--- src/rtl/down_count_sequencer_pkg.sv ---
// Shared types and default widths for the down-count sequencer slice.
// Holds the controller state encoding and the reload counter ceiling.
package down_count_pkg;

    localparam int DEF_WIDTH = 4;
    localparam int DEF_PS_W  = 4;

    localparam logic [7:0] RELOAD_MAX = 8'hFF;

    typedef enum logic [1:0] {
        IDLE   = 2'd0,
        RUN    = 2'd1,
        PAUSED = 2'd2,
        DONE   = 2'd3
    } state_t;

endpackage

--- src/rtl/down_count_sequencer_if.sv ---
// Control/status bundle between a host and the down-count sequencer.
// The host owns the master modport; the sequencer owns the slave modport.
interface down_count_sequencer_if
    import down_count_pkg::*;
#(
    parameter int WIDTH = DEF_WIDTH,
    parameter int PS_W  = DEF_PS_W
);

    logic             start;
    logic             stop;
    logic             pause;
    logic [WIDTH-1:0] load_val;
    logic [PS_W-1:0]  prescale;
    logic             auto_reload;
    logic [WIDTH-1:0] count;
    logic             tc;
    logic             busy;
    logic             done;
    logic [7:0]       reloads;

    modport master (
        output start, stop, pause, load_val, prescale, auto_reload,
        input  count, tc, busy, done, reloads
    );

    modport slave (
        input  start, stop, pause, load_val, prescale, auto_reload,
        output count, tc, busy, done, reloads
    );

endinterface

--- src/rtl/down_count_sequencer_tick_prescaler.sv ---
// Free-running prescaler: emits a tick on the enabled cycle whose phase equals
// period, then wraps to phase 0. clr takes priority over en.
module tick_prescaler #(
    parameter int PS_W = 4
) (
    input  logic            clk,
    input  logic            rst_n,
    input  logic            clr,
    input  logic            en,
    input  logic [PS_W-1:0] period,
    output logic            tick
);

    localparam logic [PS_W-1:0] PS_ONE = {{(PS_W-1){1'b0}}, 1'b1};

    logic [PS_W-1:0] phase_r;

    // Tick fires on the last phase of the period while enabled.
    always_comb begin
        tick = 1'b0;
        if (en && (phase_r == period)) begin
            tick = 1'b1;
        end else begin
            tick = 1'b0;
        end
    end

    // Phase counter; frozen whenever en is low.
    always_ff @(posedge clk or negedge rst_n) begin
        if (!rst_n) begin
            phase_r <= {PS_W{1'b0}};
        end else if (clr) begin
            phase_r <= {PS_W{1'b0}};
        end else if (tick) begin
            phase_r <= {PS_W{1'b0}};
        end else if (en) begin
            phase_r <= phase_r + PS_ONE;
        end
    end

endmodule

--- src/rtl/down_count_sequencer.sv ---
// Programmable down-counter with pause, one-shot/periodic modes, a registered
// terminal-count pulse and a saturating reload counter.
module down_count_sequencer
    import down_count_pkg::*;
#(
    parameter int WIDTH = DEF_WIDTH,
    parameter int PS_W  = DEF_PS_W
) (
    input  logic                  clk,
    input  logic                  rst_n,
    down_count_sequencer_if.slave bus
);

    localparam logic [WIDTH-1:0] CNT_ONE = {{(WIDTH-1){1'b0}}, 1'b1};

    state_t           state_r;
    logic [WIDTH-1:0] count_r;
    logic [WIDTH-1:0] load_r;
    logic [PS_W-1:0]  period_r;
    logic             auto_r;
    logic             tc_r;
    logic             busy_r;
    logic             done_r;
    logic [7:0]       reloads_r;
    logic             ps_clr_s;
    logic             ps_en_s;
    logic             tick_s;

    // Prescaler only advances in RUN without a pause request; start/stop restart its phase.
    always_comb begin
        ps_clr_s = bus.start | bus.stop;
        if ((state_r == RUN) && !bus.pause) begin
            ps_en_s = 1'b1;
        end else begin
            ps_en_s = 1'b0;
        end
    end

    tick_prescaler #(
        .PS_W (PS_W)
    ) u_prescaler (
        .clk    (clk),
        .rst_n  (rst_n),
        .clr    (ps_clr_s),
        .en     (ps_en_s),
        .period (period_r),
        .tick   (tick_s)
    );

    // Controller: priority is stop > start > pause > tick; all status outputs registered.
    always_ff @(posedge clk or negedge rst_n) begin
        if (!rst_n) begin
            state_r   <= IDLE;
            count_r   <= {WIDTH{1'b0}};
            load_r    <= {WIDTH{1'b0}};
            period_r  <= {PS_W{1'b0}};
            auto_r    <= 1'b0;
            tc_r      <= 1'b0;
            busy_r    <= 1'b0;
            done_r    <= 1'b0;
            reloads_r <= 8'd0;
        end else if (bus.stop) begin
            state_r <= IDLE;
            count_r <= {WIDTH{1'b0}};
            tc_r    <= 1'b0;
            busy_r  <= 1'b0;
            done_r  <= 1'b0;
        end else if (bus.start) begin
            load_r    <= bus.load_val;
            period_r  <= bus.prescale;
            auto_r    <= bus.auto_reload;
            count_r   <= bus.load_val;
            reloads_r <= 8'd0;
            tc_r      <= 1'b0;
            busy_r    <= 1'b1;
            done_r    <= 1'b0;
            state_r   <= bus.pause ? PAUSED : RUN;
        end else begin
            case (state_r)
                RUN: begin
                    tc_r <= 1'b0;
                    if (bus.pause) begin
                        state_r <= PAUSED;
                    end else if (tick_s) begin
                        if (count_r != {WIDTH{1'b0}}) begin
                            count_r <= count_r - CNT_ONE;
                        end else begin
                            tc_r <= 1'b1;
                            if (auto_r) begin
                                count_r <= load_r;
                                if (reloads_r != RELOAD_MAX) begin
                                    reloads_r <= reloads_r + 8'd1;
                                end
                            end else begin
                                state_r <= DONE;
                                busy_r  <= 1'b0;
                                done_r  <= 1'b1;
                            end
                        end
                    end
                end
                PAUSED: begin
                    tc_r <= 1'b0;
                    if (!bus.pause) begin
                        state_r <= RUN;
                    end
                end
                DONE: begin
                    tc_r <= 1'b0;
                end
                IDLE: begin
                    tc_r <= 1'b0;
                end
                default: begin
                    state_r <= IDLE;
                    count_r <= {WIDTH{1'b0}};
                    tc_r    <= 1'b0;
                    busy_r  <= 1'b0;
                    done_r  <= 1'b0;
                end
            endcase
        end
    end

    assign bus.count   = count_r;
    assign bus.tc      = tc_r;
    assign bus.busy    = busy_r;
    assign bus.done    = done_r;
    assign bus.reloads = reloads_r;

endmodule
--- src/flat_wrapper.sv ---
// flat-port wrapper written by rule: the top's interface ports become plain ports
module down_count_sequencer_flat import down_count_pkg::*;
#(
    parameter int WIDTH = DEF_WIDTH,
    parameter int PS_W  = DEF_PS_W
)
  (clk, rst_n, bus_start, bus_stop, bus_pause, bus_load_val, bus_prescale, bus_auto_reload, bus_count, bus_tc, bus_busy, bus_done, bus_reloads);
  down_count_sequencer_if #(.WIDTH(WIDTH), .PS_W(PS_W)) bus_i ();
  input  logic clk;
  input  logic rst_n;
  input wire logic [$bits(bus_i.start)-1:0] bus_start;
  input wire logic [$bits(bus_i.stop)-1:0] bus_stop;
  input wire logic [$bits(bus_i.pause)-1:0] bus_pause;
  input wire logic [$bits(bus_i.load_val)-1:0] bus_load_val;
  input wire logic [$bits(bus_i.prescale)-1:0] bus_prescale;
  input wire logic [$bits(bus_i.auto_reload)-1:0] bus_auto_reload;
  output wire logic [$bits(bus_i.count)-1:0] bus_count;
  output wire logic [$bits(bus_i.tc)-1:0] bus_tc;
  output wire logic [$bits(bus_i.busy)-1:0] bus_busy;
  output wire logic [$bits(bus_i.done)-1:0] bus_done;
  output wire logic [$bits(bus_i.reloads)-1:0] bus_reloads;
  assign bus_i.start = bus_start;
  assign bus_i.stop = bus_stop;
  assign bus_i.pause = bus_pause;
  assign bus_i.load_val = bus_load_val;
  assign bus_i.prescale = bus_prescale;
  assign bus_i.auto_reload = bus_auto_reload;
  assign bus_count = bus_i.count;
  assign bus_tc = bus_i.tc;
  assign bus_busy = bus_i.busy;
  assign bus_done = bus_i.done;
  assign bus_reloads = bus_i.reloads;
  down_count_sequencer #(.WIDTH(WIDTH), .PS_W(PS_W)) u_core (.clk(clk), .rst_n(rst_n), .bus(bus_i));
endmodule
--- config.mk ---
export PLATFORM = sky130hd
export DESIGN_NAME = down_count_sequencer_flat
export DESIGN_NICKNAME = d
export VERILOG_FILES = /design/src/rtl/down_count_sequencer_pkg.sv /design/src/rtl/down_count_sequencer_if.sv /design/src/rtl/down_count_sequencer_tick_prescaler.sv /design/src/rtl/down_count_sequencer.sv /design/src/flat_wrapper.sv
export SDC_FILE = /design/constraint.sdc
export NUM_CORES = 1
export LEC_CHECK = 0
export CAP_MARGIN = 5
export CORE_MARGIN = 2
export CORE_UTILIZATION = 35
export DETAILED_ROUTE_END_ITERATION = 10
export PLACE_DENSITY = 0.7
export SLEW_MARGIN = 20
export SYNTH_ARGS = -nofsm -noshare
export SYNTH_HDL_FRONTEND = slang
export SYNTH_SLANG_ARGS = --single-unit
--- constraint.sdc ---
create_clock -name clk -period 2.3 [get_ports clk]
set_clock_uncertainty 0.15 [all_clocks]
set_input_delay 0.345 -clock clk [delete_from_list [all_inputs] [get_ports clk]]
set_output_delay 0.345 -clock clk [all_outputs]
set_load 0.05 [all_outputs]
==> insert_results.sql, run 1 <==
INSERT INTO impl_metrics (metric_group, metric, value, unit) VALUES
('worst_setup_path', 'timing.setup.critical_path_class', 'register to register', ''),
('floorplan', 'die_w', '74.0', 'um'),
('global_route', 'largest_net_degree_at_the_start_of_global_routing', '31', ''),
('floorplan', 'floorplan.initialDensity', '36.3', '%'),
('power_and_ir_drop', 'p_leak', '0.978', 'nW'),
('power_and_ir_drop', 'pwr_density_cell', '567', 'nW/um^2'),
('synth', 'synth_cells', '167', ''),
('synth', 'mappedNetlistNets', '187', ''),
('outcome', 'status', 'completed', ''),
('global_route', 'grt_pass1_wl', '6650', 'um'),
('synth', 'async_set_reset_flop_share_out_of_synthesis', '100', '%'),
('clock_network', 'cts_buffer_depth', '2', ''),
('place', 'placement_stage_cell_area', '2200', 'um^2'),
('timing', 'rsz0062_at_grt', 'false', ''),
('synth', 'synth_cell_types', '47', ''),
('worst_setup_path', 'required_time_worst_endpoint', '2310', 'ps'),
('clock_network', 'holdBufCountCts', '0', ''),
('clock_network', 'clock_sink_count', '30', ''),
('worst_setup_path', 'worst_setup_path_startpoint', 'u_core.bus.count[0]', ''),
('clock_network', 'cts_buffers', '5', ''),
('timing', 'min_period', '2160', 'ps'),
('final_layout', 'antenna_cells_inserted', '0', ''),
('final_layout', 'final_design_area_no_fill', '2290', 'um^2'),
('clock_network', 'post_cts.repair.setup_buffers', '0', ''),
('final_layout', 'fillers', '445', ''),
('synth', 'ys_seq_area_share', '43.7', '%'),
('timing', 'final-max-slew-violation-count', '0', ''),
('detailed_routing', 'ant_nets', '0', ''),
('global_route', 'gr-usage-all-layers', '15.6', '%'),
('clock_network', 'htree_depth', '2', ''),
('place', 'post-dp-hpwl', '2800', 'um'),
('detailed_routing', 'drt-vias-per-instance', '5.23', ''),
('clock_network', 'cts_tree', 'built', ''),
('synth', 'synth_area', '1720', 'um^2'),
('final_layout', 'post_route_cells_drive_above_1_share', '22.6', '%'),
('floorplan', 'coreArea', '4720', 'um^2'),
('worst_setup_path', 'crit_path_max_fanout', '6', ''),
('worst_setup_path', 'cp_num_buf_inv', '1', ''),
('detailed_routing', 'detail_route.wirelength', '3820', 'um'),
('worst_setup_path', 'critical_path.cell_chain', 'inv_2 > ha_4 > or4b_4 > a2111oi_2 > nand3_1 > a22oi_1 > o31ai_1', ''),
('clock_network', 'clk-insertion-delay-late', '280', 'ps'),
('clock_network', 'ctsResizeCount', '0', ''),
('worst_setup_path', 'cpPeakStageDelay', '510', 'ps'),
('place', 'pre_cts_slack', '-48.8', 'ps'),
('timing', 'achievable-frequency', '464', 'MHz'),
('synth', 'synth_seq_cells', '30', ''),
('worst_setup_path', 'crit_path_top_delay_cell', 'or4b_4', ''),
('synth', 'synth_flop_cell', 'dfrtp_1', ''),
('final_layout', 'final_nets', '231', ''),
('timing', 'slew-limit-headroom', '66.2', '%'),
('synth', 'number_of_enable_flip_flop_cells_after_synthesis', '0', ''),
('detailed_routing', 'via_count', '1458', ''),
('synth', 'ys_warn_count', '0', ''),
('detailed_routing', 'drc_errors', '0', ''),
('timing', 'setup_viol', '0', ''),
('synth', 'syn_area_per_cell', '10.3', 'um^2'),
('clock_network', 'clkTransAtPathRegs', '70', 'ps'),
('global_route', 'antenna_violations_before_repair', '0', ''),
('power_and_ir_drop', 'power.ir.vdd_worst', '0.242', 'mV'),
('timing', 'final_cycle_utilization_of_the_critical_path', '93.8', '%'),
('clock_network', 'root_buffer', 'clkbuf_8', ''),
('worst_setup_path', 'worstPathArrival', '2170', 'ps'),
('place', 'port_buffer_count', '28', ''),
('final_layout', 'area_grow_syn2layout', '33.5', '%'),
('timing', 'final_critical_path_setup_slack', '143', 'ps'),
('floorplan', 'die-height', '74.0', 'um'),
('floorplan', 'core.rowCount', '25', ''),
('place', 'globalplace.congestion', '0.810', ''),
('hold_path', 'hp-class', 'input port to asynchronous set/reset pin', ''),
('detailed_routing', 'routedWlPerCell', '13.7', 'um'),
('worst_setup_path', 'worst_setup_path_start_kind', 'register', ''),
('worst_setup_path', 'rr_startpoint', 'u_core.bus.count[0]', ''),
('detailed_routing', 'drtIter0Drc', '88', ''),
('global_route', 'grt_pass1_vias', '1397', ''),
('worst_setup_path', 'worst_setup_path_end_kind', 'register', ''),
('global_route', 'overflow', '0', ''),
('job', 'max_cap_violations', '0', ''),
('timing', 'timing_worst_slew_pin_value', '505', 'ps'),
('floorplan', 'die_area', '5480', 'um^2'),
('timing', 'report.final.hold_viol_count', '0', ''),
('worst_setup_path', 'cp_top_family', 'simple AND/OR/NAND/NOR gates', ''),
('floorplan', 'io-pin-count', '29', ''),
('timing', 'finalHoldWorstSlack', '306', 'ps'),
('detailed_routing', 'first_pass_detailed_route_iteration_total', '4', '');
## cells by family after synthesis
kind of cell | synth area share (%)
flops | 43.7
compound gates | 18.4
xor+xnor | 3.06
mux | 8.31
simple gates | 18.8
buf+inv | 3.28
fa+ha+maj | 4.37
## synthesized netlist by cell type (all sizes together), types with 2 or more instances
library cell,n,area share (%)
a2111oi,2,1.4
a21oi,6,1.7
a31oi,2,0.73
a41oi,2,1.0
and2,3,1.1
and3,2,0.73
clkbuf,5,1.1
dfrtp,30,44
ha,6,4.4
inv,7,1.5
mux2,10,6.6
mux2i,3,1.7
nand2,10,2.2
nand2b,2,0.73
nand3,3,1.6
nand4,6,2.2
nor2,15,3.3
nor2b,2,0.73
nor3,5,1.5
nor4,3,2.0
o2111a,2,1.3
o21ai,13,4.0
o31ai,4,1.7
xor2,6,3.1
## cell usage in the layout (no fill, tap or decap), types with 2 or more instances in the layout
master,synthesis,layout
clkdlybuf4s50_1,0,28
dfrtp_1,30,28
buf_4,0,15
nor2_1,15,14
o21ai_0,12,11
nand2_1,10,10
mux2_2,10,9
xor2_1,6,6
nand4_1,6,6
clkbuf_8,0,6
inv_1,7,5
nor3_1,5,5
a21oi_1,6,5
ha_1,6,5
o31ai_1,4,4
mux2i_1,3,3
inv_2,0,2
nor2b_1,2,2
and2_1,2,2
o2111a_1,2,2
a31oi_1,2,2
and3_1,2,2
a41oi_1,2,2
nand2b_1,2,2
nor4_1,2,2
nand3_1,2,2
dfrtp_2,0,2
## power breakdown
part / internal [W] / total [W] / switching [W]
Sequential: 0.000563 / 0.000600 / 0.0000370
Clock: 0.000241 / 0.000441 / 0.000200
Combinational: 0.000125 / 0.000259 / 0.000134
## metal layers
metal  routed length, um  GRT usage (%)  vias up  part of all wire, %
li1                    -              -      711                    -
met1                1850           21.7      703                   48
met2                1770           24.4       42                   46
met3                 193           4.34        2                  5.0
met4                   7           3.23        0                 0.18
met5                   0              0        -                    0
## metrics by stage
| step | util [%] | instances | TNS, ps | power, W |
|---|---|---|---|---|
| 3_3_place_gp | 46.5 | 271 | 0 | 0.000865 |
| 2_1_floorplan | - | 167 | 0 | 0.000775 |
| 4_1_cts | 48.4 | 279 | 0 | 0.00131 |
| 3_5_place_dp | 46.5 | 271 | -149 | 0.000869 |
| 5_1_grt | 48.5 | 279 | 0 | 0.00137 |
| 6_report | 48.5 | 279 | 0 | 0.00130 |
## final cells by class
class | instances | area [um^2] | area share, %
Clock buffer | 7 | 86.3 | 3.77
Timing Repair Buffer | 43 | 393 | 17.1
Inverter | 7 | 26.3 | 1.15
Tap cell | 67 | 83.8 | 3.66
Sequential cell | 30 | 753 | 32.9
Clock inverter | 1 | 5.00 | 0.218
Multi-Input combinational cell | 124 | 945 | 41.2
## path summary, 6_finish.rpt
kind,to,slack [ps],cells after the start
max in group asynchronous,u_core.bus.count[0],1400,2
setup / recovery,u_core.bus.reloads[7],140,7
hold reg to reg,u_core.bus.done,340,1
setup reg to reg,u_core.bus.reloads[7],140,7
hold / removal,u_core.bus.reloads[0],310,2
min in group clk,u_core.bus.done,340,1
## worst reg2reg max path, delay by kind of cell (launching register included)
family                   cells  cell delay [ps]
flip-flops                   1              440
AO/OA/AOI/OAI                3              540
adder cells (fa/ha/maj)      1              160
buffers and inverters        1              100
AND/OR/NAND/NOR              2              660
## state kept, by name (all words and copies together) (netlist names)
name	cells
u_core.period_r	4
u_core.u_prescaler.phase_r	4
u_core.auto_r	1
u_core.bus.done	1
u_core.load_r	4
u_core.bus.reloads	8
u_core.bus.busy	1
u_core.state_r	2
u_core.bus.tc	1
u_core.bus.count	4
Power figures use the tool's default switching activity.
==> inputs of run 2 (changes only) <==
--- a/config.mk
+++ b/config.mk
@@ -5,11 +5,13 @@
 export SDC_FILE = /design/constraint.sdc
 export NUM_CORES = 1
 export LEC_CHECK = 0
+export ABC_AREA = 0
 export CAP_MARGIN = 5
 export CORE_MARGIN = 2
 export CORE_UTILIZATION = 35
 export DETAILED_ROUTE_END_ITERATION = 10
 export PLACE_DENSITY = 0.7
+export SKIP_CTS_REPAIR_TIMING = 1
 export SLEW_MARGIN = 20
 export SYNTH_ARGS = -nofsm -noshare
 export SYNTH_HDL_FRONTEND = slang
==> results of run 2 <==
Same layout as run 1: the final DEF is identical, and so are final timing and power.
==> inputs of run 3 (changes only) <==
--- a/config.mk
+++ b/config.mk
@@ -6,10 +6,12 @@
 export NUM_CORES = 1
 export LEC_CHECK = 0
 export ABC_AREA = 0
+export ABC_CLOCK_PERIOD_IN_PS = 2300
 export CAP_MARGIN = 5
 export CORE_MARGIN = 2
 export CORE_UTILIZATION = 35
 export DETAILED_ROUTE_END_ITERATION = 10
+export HOLD_SLACK_MARGIN = 0.02
 export PLACE_DENSITY = 0.7
 export SKIP_CTS_REPAIR_TIMING = 1
 export SLEW_MARGIN = 20
==> results of run 3 <==
Same layout as run 1: the final DEF is identical, and so are final timing and power.
